===== config.mk =====
export PLATFORM = sky130hd
export DESIGN_NAME = seq_divider
export DESIGN_NICKNAME = d
export VERILOG_FILES = /design/src/rtl/seq_div_pkg.sv /design/src/rtl/seq_divider_div_step.sv /design/src/rtl/seq_divider.sv
export SDC_FILE = /design/constraint.sdc
export NUM_CORES = 1
export LEC_CHECK = 0
export ABC_CLOCK_PERIOD_IN_PS = 4800
export CAP_MARGIN = 20
export CORE_MARGIN = 3
export CORE_UTILIZATION = 56
export DETAILED_ROUTE_END_ITERATION = 10
export HOLD_SLACK_MARGIN = 0.15
export PLACE_DENSITY_LB_ADDON = 0.12
export SYNTH_ARGS = -nofsm -noshare
export SYNTH_HDL_FRONTEND = slang
export SYNTH_HIERARCHICAL = 1
export SYNTH_SLANG_ARGS = --single-unit

===== constraint.sdc =====
create_clock -name clk -period 4.8 [get_ports clk]
set_input_delay 0.96 -clock clk [delete_from_list [all_inputs] [get_ports clk]]
set_output_delay 0.96 -clock clk [all_outputs]
set_load 0.02 [all_outputs]

===== src/rtl/seq_div_pkg.sv =====
// Shared types and constants for the sequential restoring divider.
// Imported by the step datapath and the top-level controller.
package seq_div_pkg;

    localparam int DW_DEF = 8;
    localparam int VW_DEF = 4;

    // Quotient and remainder are filled with this bit on divide-by-zero
    localparam logic DBZ_FILL = 1'b1;

    typedef enum logic [1:0] {
        IDLE,
        RUN,
        DONE
    } state_t;

endpackage


===== src/rtl/seq_divider_div_step.sv =====
// One restoring shift-subtract step of the divider.
// Purely combinational so it can be exercised in isolation.
module div_step
    import seq_div_pkg::*;
#(
    parameter int DW = DW_DEF,
    parameter int VW = VW_DEF
) (
    input  logic [VW:0]   p_i,
    input  logic [DW-1:0] q_i,
    input  logic [VW-1:0] d_i,
    output logic [VW:0]   p_o,
    output logic [DW-1:0] q_o
);

    logic [VW:0] t;

    // The partial remainder never exceeds VW bits between steps,
    // so its top bit carries no information into the shift.
    logic unused_p_msb;
    assign unused_p_msb = p_i[VW];

    // Shift in the next dividend bit and subtract when it fits
    always_comb begin
        t = {p_i[VW-1:0], q_i[DW-1]};
        if (t >= {1'b0, d_i}) begin
            p_o = t - {1'b0, d_i};
            q_o = {q_i[DW-2:0], 1'b1};
        end else begin
            p_o = t;
            q_o = {q_i[DW-2:0], 1'b0};
        end
    end

endmodule


===== src/rtl/seq_divider.sv =====
// Start/done unsigned divider retiring one quotient bit per clock.
// Holds the FSM, iteration counter, operand and result registers.
module seq_divider
    import seq_div_pkg::*;
#(
    parameter int DW = DW_DEF,
    parameter int VW = VW_DEF
) (
    input  logic          clk,
    input  logic          rst,
    input  logic          start,
    input  logic [DW-1:0] dividend,
    input  logic [VW-1:0] divisor,
    output logic          busy,
    output logic          done,
    output logic [DW-1:0] quotient,
    output logic [VW-1:0] remainder,
    output logic          dbz
);

    localparam int CW = $clog2(DW);

    state_t        state_q;
    logic [CW-1:0] cnt_q;
    logic [VW:0]   p_q;
    logic [VW:0]   p_d;
    logic [DW-1:0] q_q;
    logic [DW-1:0] q_d;
    logic [VW-1:0] d_q;
    logic [DW-1:0] quo_q;
    logic [VW-1:0] rem_q;
    logic          dbz_q;

    div_step #(
        .DW (DW),
        .VW (VW)
    ) u_step (
        .p_i (p_q),
        .q_i (q_q),
        .d_i (d_q),
        .p_o (p_d),
        .q_o (q_d)
    );

    // Controller: accept, iterate DW steps, publish results on DONE entry
    always_ff @(posedge clk) begin
        if (rst) begin
            state_q <= IDLE;
            cnt_q   <= '0;
            p_q     <= '0;
            q_q     <= '0;
            d_q     <= '0;
            quo_q   <= '0;
            rem_q   <= '0;
            dbz_q   <= 1'b0;
        end else begin
            unique case (state_q)
                IDLE, DONE: begin
                    state_q <= IDLE;
                    if (start) begin
                        if (divisor == '0) begin
                            state_q <= DONE;
                            quo_q   <= {DW{DBZ_FILL}};
                            rem_q   <= {VW{DBZ_FILL}};
                            dbz_q   <= 1'b1;
                        end else begin
                            state_q <= RUN;
                            q_q     <= dividend;
                            p_q     <= '0;
                            d_q     <= divisor;
                            cnt_q   <= '0;
                        end
                    end
                end
                RUN: begin
                    p_q   <= p_d;
                    q_q   <= q_d;
                    cnt_q <= cnt_q + 1'b1;
                    if (cnt_q == CW'(DW - 1)) begin
                        state_q <= DONE;
                        quo_q   <= q_d;
                        rem_q   <= p_d[VW-1:0];
                        dbz_q   <= 1'b0;
                    end
                end
                default: state_q <= IDLE;
            endcase
        end
    end

    assign busy      = (state_q == RUN);
    assign done      = (state_q == DONE);
    assign quotient  = quo_q;
    assign remainder = rem_q;
    assign dbz       = dbz_q;

endmodule


==> key figures, run 1 <==
Cells and area
  • Filler cell count: roughly 250
  • Synthesis-to-layout area growth: 17.5%
  • Final core utilization: 0.709
  • Layout Nets: 233
  • Fin cells: about 240
  • Proportion of layout cells with a drive suffix above 1: 0.127
  • Ant. Diodes: 0

Worst setup path
  • Setup crit start kind: flop
  • Crit path max fanout: 25
  • Critical path's largest stage delay: about 0.7 ns
  • Reg2reg path depth: 3
  • WP data required: 3.84 ns
  • Critical path, cell by cell: nand2b_1 -> clkinv_1 -> clkdlybuf4s50_1
  • Data arrival, critical path: roughly 2.6 ns
  • Worst setup EP type: output port
  • Crit-path slowest cell: nand2b_1
  • CP Class: flop to output port

Synth
  • Syn Nets: 215
  • Mean Syn Cell Area: 8.85 sq um
  • Yosys warning total: 6
  • Synth Instances: between 150 and 200
  • Mapped cell area: 1710 sq um

Clock network
  • Clk Tree Root Cell: clkbuf_4
  • Skew-Pair Late Insertion Delay: 0.34 ns
  • Post_cts resized: 0
  • Hold buffer count at cts: 0
  • CTS Buffer Depth: 2
  • CTS tree: built
  • H-Tree Depth: 2
  • TritonCTS buffer count: 5
  • Clock Pin Slew Worst Setup and Hold Paths: 0.11 ns
  • Post-CTS setup buffer count: 0
  • Sink Count: 34

Worst hold path
  • Hold depth: 2
  • Hold/Removal Path Class: flop to flop

Die
  • Die height: 61.2 microns
  • DIE WIDTH: a little over 60 microns
  • # IOs: 30
  • Initial Util: 0.604
  • Die ar.: 3750 sq um
  • Core footprint: 2830 sq um
  • # rows: 19

STA
  • Slew Limit Fails: 0
  • Upper clock frequency limit: about 280 MHz
  • Hold Violations, Final: 0
  • Clock Skews: 0.0126 ns
  • Slew HR: 0.403
  • TNS Setup: 0 ns
  • Final Critical Period: 3.53 ns
  • Count of final setup violators: 0
  • Period utilization: 0.736
  • RSZ-0062 raised after global routing: no
  • Slew @ Worst Pin: a little under 0.9 ns

GRT
  • Vias in the first global route: 1385
  • First-pass GRT wire length: 6110 microns
  • Grt ovf: 0
  • Total global-route track usage: 0.220
  • Number of antenna violations at the first check in global routing: 0
  • Pin count of the biggest net entering global routing: 35

Routing
  • Via/cell ratio: 5.93
  • Drt drc: 0
  • Drt wl/cell: 14.2 microns
  • DRT Wirelength: 3450 microns
  • Antenna viol nets, final: 0
  • DR vias: between 1000 and 1500
  • Initial DRC Count: 18
  • TritonRoute pass-1 iters: 4

Placed design
  • Detailed Place HPWL: 2460 microns
  • Final GP Congestion: approximately 0.77
  • DP Cell Count: between 200 and 250
  • PortBufs: 29

Run status
  • Outcome: finished, final reports clean

Power and ir drop
  • Power density cells: 323 nW/um^2
  • VDD IR max: 0.182 mV
  • Static Leak: 0.724 nW

Job
  • Maximum capacitance violations: 0
-- state kept, by name (all words and copies together) (netlist names) --
| signal | count |
|---|---|
| q_q | 8 |
| quotient | 8 |
| d_q | 4 |
| p_q | 4 |
| remainder | 4 |
| cnt_q | 3 |
| state_q | 2 |
| dbz | 1 |
-- where the power goes --
part / leakage [nW] / internal [mW] / total [mW] / switching, mW
Sequential: 0.279 / 0.304 / 0.317 / 0.0126
Combinational: 0.411 / 0.0717 / 0.163 / 0.0917
Clock: 0.0343 / 0.0704 / 0.168 / 0.0981
-- routing by layer --
layer | GRT usage | wire length, microns
met5 | 0 | 0
met4 | 0.102 | 86
met3 | 0.0566 | 142
met2 | 0.353 | 1650
met1 | 0.276 | 1570
-- per-stage QoR --
stage / hold slack, ns / area [sq um] / setup WS (ns) / total power [mW]
floorplan: 0.454 / 1710 / 2.79 / 0.444
global placement: 0.449 / 1940 / 1.68 / 0.480
detailed placement: 0.451 / 1940 / 1.67 / 0.485
CTS: 0.468 / 2000 / 1.26 / 0.655
global route: 0.499 / 2010 / 1.06 / 0.685
finish: 0.466 / 2010 / 1.27 / 0.649
-- cell type report --
type	count	area [sq um]	area share
Multi-Input combinational cell	118	836	0.416
Sequential cell	34	681	0.339
Timing Repair Buffer	32	313	0.156
Inverter	20	75.1	0.0374
Clock buffer	6	51.3	0.0256
Tap cell	31	38.8	0.0193
Clock inverter	2	12.5	0.00623
-- placed cells by master, fill, tap and decap left out, types with 2 or more instances in the layout --
cell / n
o21ai_1: 4
a311oi_1: 8
o211ai_1: 7
clkdlybuf4s50_1: 29
a221oi_2: 5
o21ai_0: 8
a221oi_1: 4
nor3_1: 2
buf_4: 2
nor2_1: 18
clkbuf_4: 6
nand2_1: 11
a211oi_2: 4
a21oi_1: 12
ha_1: 6
inv_1: 19
nor2b_1: 2
nand2b_1: 4
nand3_1: 8
dfxtp_1: 34
mux2i_1: 2
-- critical path: cells and delay by family, from the launching register on --
family / cells / cell delay, ns
flip-flops: 1 / 0.35
AND/OR/NAND/NOR: 1 / 0.70
buffers and inverters: 2 / 1.18
-- final timing paths --
check | from | endpoint | slack, ns
min reg2reg | quotient[6]$_SDFFE_PP0P_ | quotient[6]$_SDFFE_PP0P_ | 0.47
max reg2reg | state_q[0]$_SDFFE_PP0P_ | quotient[0]$_SDFFE_PP0P_ | 2.78
min | quotient[6]$_SDFFE_PP0P_ | quotient[6]$_SDFFE_PP0P_ | 0.47
max | state_q[1]$_SDFFE_PP0P_ | busy | 1.27
Power figures use the tool's default switching activity.
==> run 2, diff against run 1 <==
- ABC_CLOCK_PERIOD_IN_PS: 4800 -> 3200
- CORE_UTILIZATION: 56 -> 47
- clock period: 4.8 -> 3.2 ns (I/O delays scaled with it)
==> run 2 against run 1 <==
Effect of this change: first-iteration DRC count is 110% higher; global-route usage down 3.6 points; sequential share of layout area is 1.2 points lower; routed wire length rose by 8.4%; clock power grew 140%; core utilization fell by 10 points; clock-buffer cell count down 1; final cell count is 7.0% higher; largest power group unchanged.
==> key figures, run 2 (same netlist as run 1, synthesis figures left out) <==
Run status
  • Outcome: finished, final reports clean (unchanged)

Power and ir drop
  • Sequential share of power: 0.423 (was 0.488)
  • Clock power share: 0.355 (was 0.260)
  • P_sw: 312 uW (was 202 uW)
  • Logic gate share of total power: 0.222 (was 0.252)
  • Sw Ratio: 0.277 (was 0.312)
  • Design Power: 1.12 mW (was 649 uW)
  • Power density cells: 539 nW/um^2 (was 323 nW/um^2)
  • VDD IR max: 0.514 mV (was 0.182 mV)
  • Static Leak: 0.754 nW (was 0.724 nW)
  • Power Internal: 812 uW (was 446 uW)

STA
  • Slew @ Worst Pin: 0.401 ns (was 0.895 ns)
  • TNS Setup: 0 ns (unchanged)
  • Upper clock frequency limit: 378 MHz
  • Period utilization: 0.826
  • WHS: 0.467 ns (was 0.466 ns)
  • Slew HR: 0.732 (was 0.403)
  • Count of final setup violators: 0 (unchanged)
  • Slew Limit Fails: 0 (unchanged)
  • Clock Skews: 0.0121 ns (was 0.0126 ns)
  • Hold Violations, Final: 0 (unchanged)
  • Final Critical Period: 2.64 ns
  • RSZ-0062 raised after global routing: no (unchanged)

Die
  • DIE WIDTH: 66.3 microns (was 61.2 microns)
  • # IOs: 30 (unchanged)
  • Core footprint: 3420 sq um (was 2830 sq um)
  • # rows: 21 (was 19)
  • Die ar.: 4390 sq um (was 3750 sq um)
  • Die height: 66.3 microns (was 61.2 microns)
  • Initial Util: 0.500 (was 0.604)

Worst setup path
  • WP data required: 2.56 ns (was 3.84 ns)
  • CP Class: flop to output port (unchanged)
  • Data arrival, critical path: 2.00 ns (was 2.57 ns)
  • Crit path max fanout: 25 (unchanged)
  • Worst setup EP type: output port (unchanged)
  • Setup crit start kind: flop (unchanged)

Clock network
  • Hold buffer count at cts: 0 (unchanged)
  • Sink Count: 34 (unchanged)
  • Clk Tree Root Cell: clkbuf_4 (unchanged)
  • Post-CTS setup buffer count: 0 (unchanged)
  • CTS tree: built (unchanged)
  • Post_cts resized: 0 (unchanged)
  • TritonCTS buffer count: 5 (unchanged)
  • Skew-Pair Late Insertion Delay: 0.34 ns (about the same)
  • Clock Pin Slew Worst Setup and Hold Paths: 0.12 ns (was 0.11 ns)
  • H-Tree Depth: 2 (unchanged)
  • CTS Buffer Depth: 2 (unchanged)

GRT
  • Grt ovf: 0 (unchanged)
  • GR Util met3: 0.0408 (was 0.0566)
  • Number of antenna violations at the first check in global routing: 0 (unchanged)
  • Pin count of the biggest net entering global routing: 35 (unchanged)
  • GR peak layer: met2 (unchanged)
  • First-pass GRT wire length: 6130 microns (was 6110 microns)
  • Total global-route track usage: 0.184 (was 0.220)
  • GR Util met1: 0.230 (was 0.276)
  • Vias in the first global route: 1364 (was 1385)
  • Met2 Resource Use GR: 0.302 (was 0.353)

Routing
  • TritonRoute pass-1 iters: 6 (was 4)
  • DRT Wirelength: 3740 microns (was 3450 microns)
  • Antenna viol nets, final: 0 (unchanged)
  • Initial DRC Count: 37 (was 18)
  • Drt wl/cell: 14.4 microns (was 14.2 microns)
  • Via/cell ratio: 5.51 (was 5.93)
  • DR vias: 1433 (was 1441)
  • Drt drc: 0 (unchanged)

Cells and area
  • Layout Nets: 235 (was 233)
  • Synthesis-to-layout area growth: 22.0% (was 17.5%)
  • Post-route cell area: 2080 sq um (was 2010 sq um)
  • Ant. Diodes: 0 (unchanged)
  • Most frequent cells in the layout: dfxtp_1 (34), clkdlybuf4s50_1 (29), inv_1 (19), nor2_1 (18), a21oi_1 (12) (unchanged)
  • Proportion of layout cells with a drive suffix above 1: 0.136 (was 0.127)
  • Commonest non-fill, non-tap cell in the layout: dfxtp_1 (unchanged)

Placed design
  • Detailed Place HPWL: 2670 microns (was 2460 microns)
  • PortBufs: 29 (unchanged)
  • Dpl cell area: 1980 sq um (was 1940 sq um)
  • Final GP Congestion: 0.782 (was 0.772)

Job
  • Maximum capacitance violations: 0 (unchanged)

Worst hold path
  • Hold/Removal Path Class: flop to flop (unchanged)
==> run 2: cell types whose count changed in the layout (fill, tap and decap cells not counted), sizes merged <==
cell and change:
bufinv +2, clkinvlp -1, clkbuf -2, buf +3
==> run 2: per-stage QoR <==
stage	setup slack (ns)	utilization	std cells
after global placement	0.996	0.579	252
after floorplan	1.51	-	193
after CTS	0.552	0.610	260
after detailed placement	0.922	0.579	252
final	0.557	0.610	260
after global routing	0.412	0.610	260
==> run 2: worst max-delay path: stages (launching register included) <==
cell and delay (ns):
dfxtp_1 0.38, nand2b_1 0.09, buf_4 0.26, clkinv_1 0.30, clkdlybuf4s50_1 0.63
==> run 2: power groups by stage <==
stage / Clock [mW] / Sequential [mW] / Combinational [mW]
global placement: 0 / 0.483 / 0.243
floorplan: 0 / 0.495 / 0.170
detailed placement: 0 / 0.485 / 0.249
global route: 0.428 / 0.480 / 0.272
CTS: 0.410 / 0.475 / 0.250
finish: 0.398 / 0.475 / 0.250
==> run 2: layer usage <==
| layer | part of all wire | vias to the layer above |
|---|---|---|
| met5 | 0 | - |
| met4 | 0.0072 | 0 |
| met3 | 0.031 | 4 |
| met2 | 0.49 | 29 |
| met1 | 0.47 | 686 |
| li1 | - | 714 |
==> run 2: path summary, 6_finish.rpt <==
path | start | endpoint | cells after the start | slack, ns
hold / removal | remainder[3]$_SDFFE_PP0P_ | remainder[3]$_SDFFE_PP0P_ | 2 | 0.47
setup / recovery | state_q[0]$_SDFFE_PP0P_ | busy | 4 | 0.56
setup reg to reg | cnt_q[0]$_SDFFE_PP0P_ | quotient[7]$_SDFFE_PP0P_ | 5 | 1.37
hold reg to reg | remainder[3]$_SDFFE_PP0P_ | remainder[3]$_SDFFE_PP0P_ | 2 | 0.47
==> run 2: layout make-up <==
cell class | count | area (sq um)
fillers | 299 | 1330
clock inverters | 3 | 68.8
clock buffers | 5 | 37.5
repair buffers | 34 | 328
inverters | 20 | 75.1
well taps | 46 | 57.6
multi-input cells | 118 | 836
flip-flops and latches | 34 | 681
==> run 3, diff against run 2 <==
- ABC_CLOCK_PERIOD_IN_PS: 3200 -> 2300
- clock period: 3.2 -> 2.3 ns (I/O delays scaled with it)
==> run 3 against run 2 <==
Effect of this change: flip-flop and latch count unchanged; power up 21%; setup slack worse by 0.29 ns; design area down 1.7%; worst hold slack worse by 0.00092 ns; sequential share of layout area up 0.56 points; combinational power up 39%; highest routed layer unchanged; final cell count up 0.38%; non-clock buffer count up 1; via count down 0.14%; register-to-register slack worse by 0.91 ns; first-iteration DRC count up 89%.
==> key figures, run 3 (same netlist as run 1, synthesis figures left out) <==
Power and ir drop
  • VDD IR max: 0.430 mV (was 0.514 mV)
  • Power density cells: 664 nW/um^2 (was 539 nW/um^2)
  • Design Power: 1.36 mW (was 1.12 mW)
  • Static Leak: 0.738 nW (was 0.754 nW)

Clock network
  • H-Tree Depth: 2 (unchanged)
  • Skew-Pair Late Insertion Delay: 0.33 ns (was 0.34 ns)
  • Sink Count: 34 (unchanged)
  • TritonCTS buffer count: 5 (unchanged)
  • CTS tree: built (unchanged)
  • CTS Buffer Depth: 2 (unchanged)
  • Hold buffer count at cts: 0 (unchanged)
  • Clock Pin Slew Worst Setup and Hold Paths: 0.11 ns (was 0.12 ns)
  • Post-CTS setup buffer count: 0 (unchanged)
  • Post_cts resized: 0 (unchanged)
  • Clk Tree Root Cell: clkbuf_4 (unchanged)

Die
  • # rows: 21 (unchanged)
  • Initial Util: 0.500 (unchanged)
  • Core footprint: 3420 sq um (unchanged)
  • # IOs: 30 (unchanged)
  • DIE WIDTH: 66.3 microns (unchanged)
  • Die height: 66.3 microns (unchanged)
  • Die ar.: 4390 sq um (unchanged)

STA
  • Upper clock frequency limit: ~490 MHz
  • Clock Skews: 0.0129 ns (was 0.0121 ns)
  • Worst Setup Slack, final: 0.262 ns (was 0.557 ns)
  • WHS: 0.466 ns (was 0.467 ns)
  • Slew HR: 0.703 (was 0.732)
  • Slew @ Worst Pin: 0.444 ns (was 0.401 ns)
  • Count of final setup violators: 0 (unchanged)
  • TNS Setup: 0 ns (unchanged)
  • RSZ-0062 raised after global routing: no (unchanged)
  • Period utilization: 0.886
  • Hold Violations, Final: 0 (unchanged)
  • Slew Limit Fails: 0 (unchanged)
  • Final Critical Period: about 2.0 ns

Cells and area
  • Register Area: 681 sq um (unchanged)
  • Multi-input logic area: 836 sq um (unchanged)
  • Commonest non-fill, non-tap cell in the layout: dfxtp_1 (unchanged)
  • Fin cells: 261 (was 260)
  • Filler cell count: 324 (was 299)
  • Ant. Diodes: 0 (unchanged)
  • Post-route cell area: 2050 sq um (was 2080 sq um)
  • Layout Nets: 236 (was 235)
  • Most frequent cells in the layout: dfxtp_1 (34), clkdlybuf4s50_1 (29), inv_1 (19), nor2_1 (18), a21oi_1 (12) (unchanged)
  • Final core utilization: 0.600 (was 0.610)
  • Proportion of layout cells with a drive suffix above 1: 0.140 (was 0.136)
  • Synthesis-to-layout area growth: 19.9% (was 22.0%)

Worst setup path
  • Data arrival, critical path: 1.58 ns (was 2.00 ns)
  • Crit path max fanout: 6 (was 25)
  • R2r setup slk: 0.46 ns (was 1.37 ns)
  • CP Class: flop to output port (unchanged)
  • Worst r2r src: cnt_q[0]$_SDFFE_PP0P_ (unchanged)
  • Critical path, cell by cell: nand2b_1 -> clkinv_1 -> clkdlybuf4s50_1 (was nand2b_1 -> buf_4 -> clkinv_1 -> clkdlybuf4s50_1)
  • Worst setup EP type: output port (unchanged)
  • WP data required: 1.84 ns (was 2.56 ns)
  • Crit-path slowest cell: clkdlybuf4s50_1 (unchanged)
  • Critical path origin: state_q[0]$_SDFFE_PP0P_ (unchanged)
  • Kind of cell adding the most delay to the critical path: buffers and inverters (unchanged)
  • Setup crit start kind: flop (unchanged)
  • Critical path's largest stage delay: 0.60 ns (was 0.63 ns)
  • WP buf/inv: 2 (was 3)

GRT
  • Number of antenna violations at the first check in global routing: 0 (unchanged)
  • Vias in the first global route: 1419 (was 1364)
  • Pin count of the biggest net entering global routing: 35 (unchanged)
  • Grt ovf: 0 (unchanged)
  • First-pass GRT wire length: 6450 microns (was 6130 microns)
  • Total global-route track usage: 0.189 (was 0.184)

Placed design
  • Dpl cell area: 1980 sq um (about the same)
  • Setup slack at placement: 0.201 ns (was 0.922 ns)
  • Detailed Place HPWL: 2620 microns (was 2670 microns)
  • PortBufs: 29 (unchanged)
  • DP Cell Count: 253 (was 252)
  • Final GP Congestion: 0.772 (was 0.782)

Routing
  • Via/cell ratio: 5.48 (was 5.51)
  • TritonRoute pass-1 iters: 6 (unchanged)
  • Initial DRC Count: 70 (was 37)
  • Drt wl/cell: 14.3 microns (was 14.4 microns)
  • DR vias: 1431 (was 1433)
  • Drt drc: 0 (unchanged)
  • DRT Wirelength: 3730 microns (was 3740 microns)
  • Antenna viol nets, final: 0 (unchanged)

Run status
  • Outcome: finished, final reports clean (unchanged)

Job
  • Maximum capacitance violations: 0 (unchanged)

Worst hold path
  • Worst hold start: quotient[5]$_SDFFE_PP0P_ (was remainder[3]$_SDFFE_PP0P_)
  • Hold/Removal Path Class: flop to flop (unchanged)
==> run 3: worst paths after layout <==
kind / to / cells past startpoint
max reg2reg: quotient[1]$_SDFFE_PP0P_ / 5
max: busy / 3
min reg2reg: quotient[5]$_SDFFE_PP0P_ / 2
min: quotient[5]$_SDFFE_PP0P_ / 2
==> run 3: worst register-to-register path, cell delays in order (launching register included) <==
cell and delay, ns:
dfxtp_1 0.33, ha_1 0.20, ha_1 0.22, nand3b_1 0.27
nand2_1 0.35, a221oi_1 0.38
==> run 3: where the power goes <==
part           leakage (nW)  internal, mW  switching, mW
Sequential            0.279         0.635         0.0269
Combinational         0.425         0.156          0.193
Clock                0.0343         0.147          0.204
==> run 3: final cells by class <==
class	instances	share of cell area
clock buffer	6	0.0250
tap	46	0.0281
clock inverter	2	0.00611
sequential	34	0.332
timing repair buffer	35	0.164
multi-input combinational	118	0.408
inverter	20	0.0367
==> run 3: metal layers <==
layer,track usage,part of all wire
met4,0.0381,0.0038
met5,0,0
met3,0.0527,0.046
met1,0.242,0.47
met2,0.315,0.48
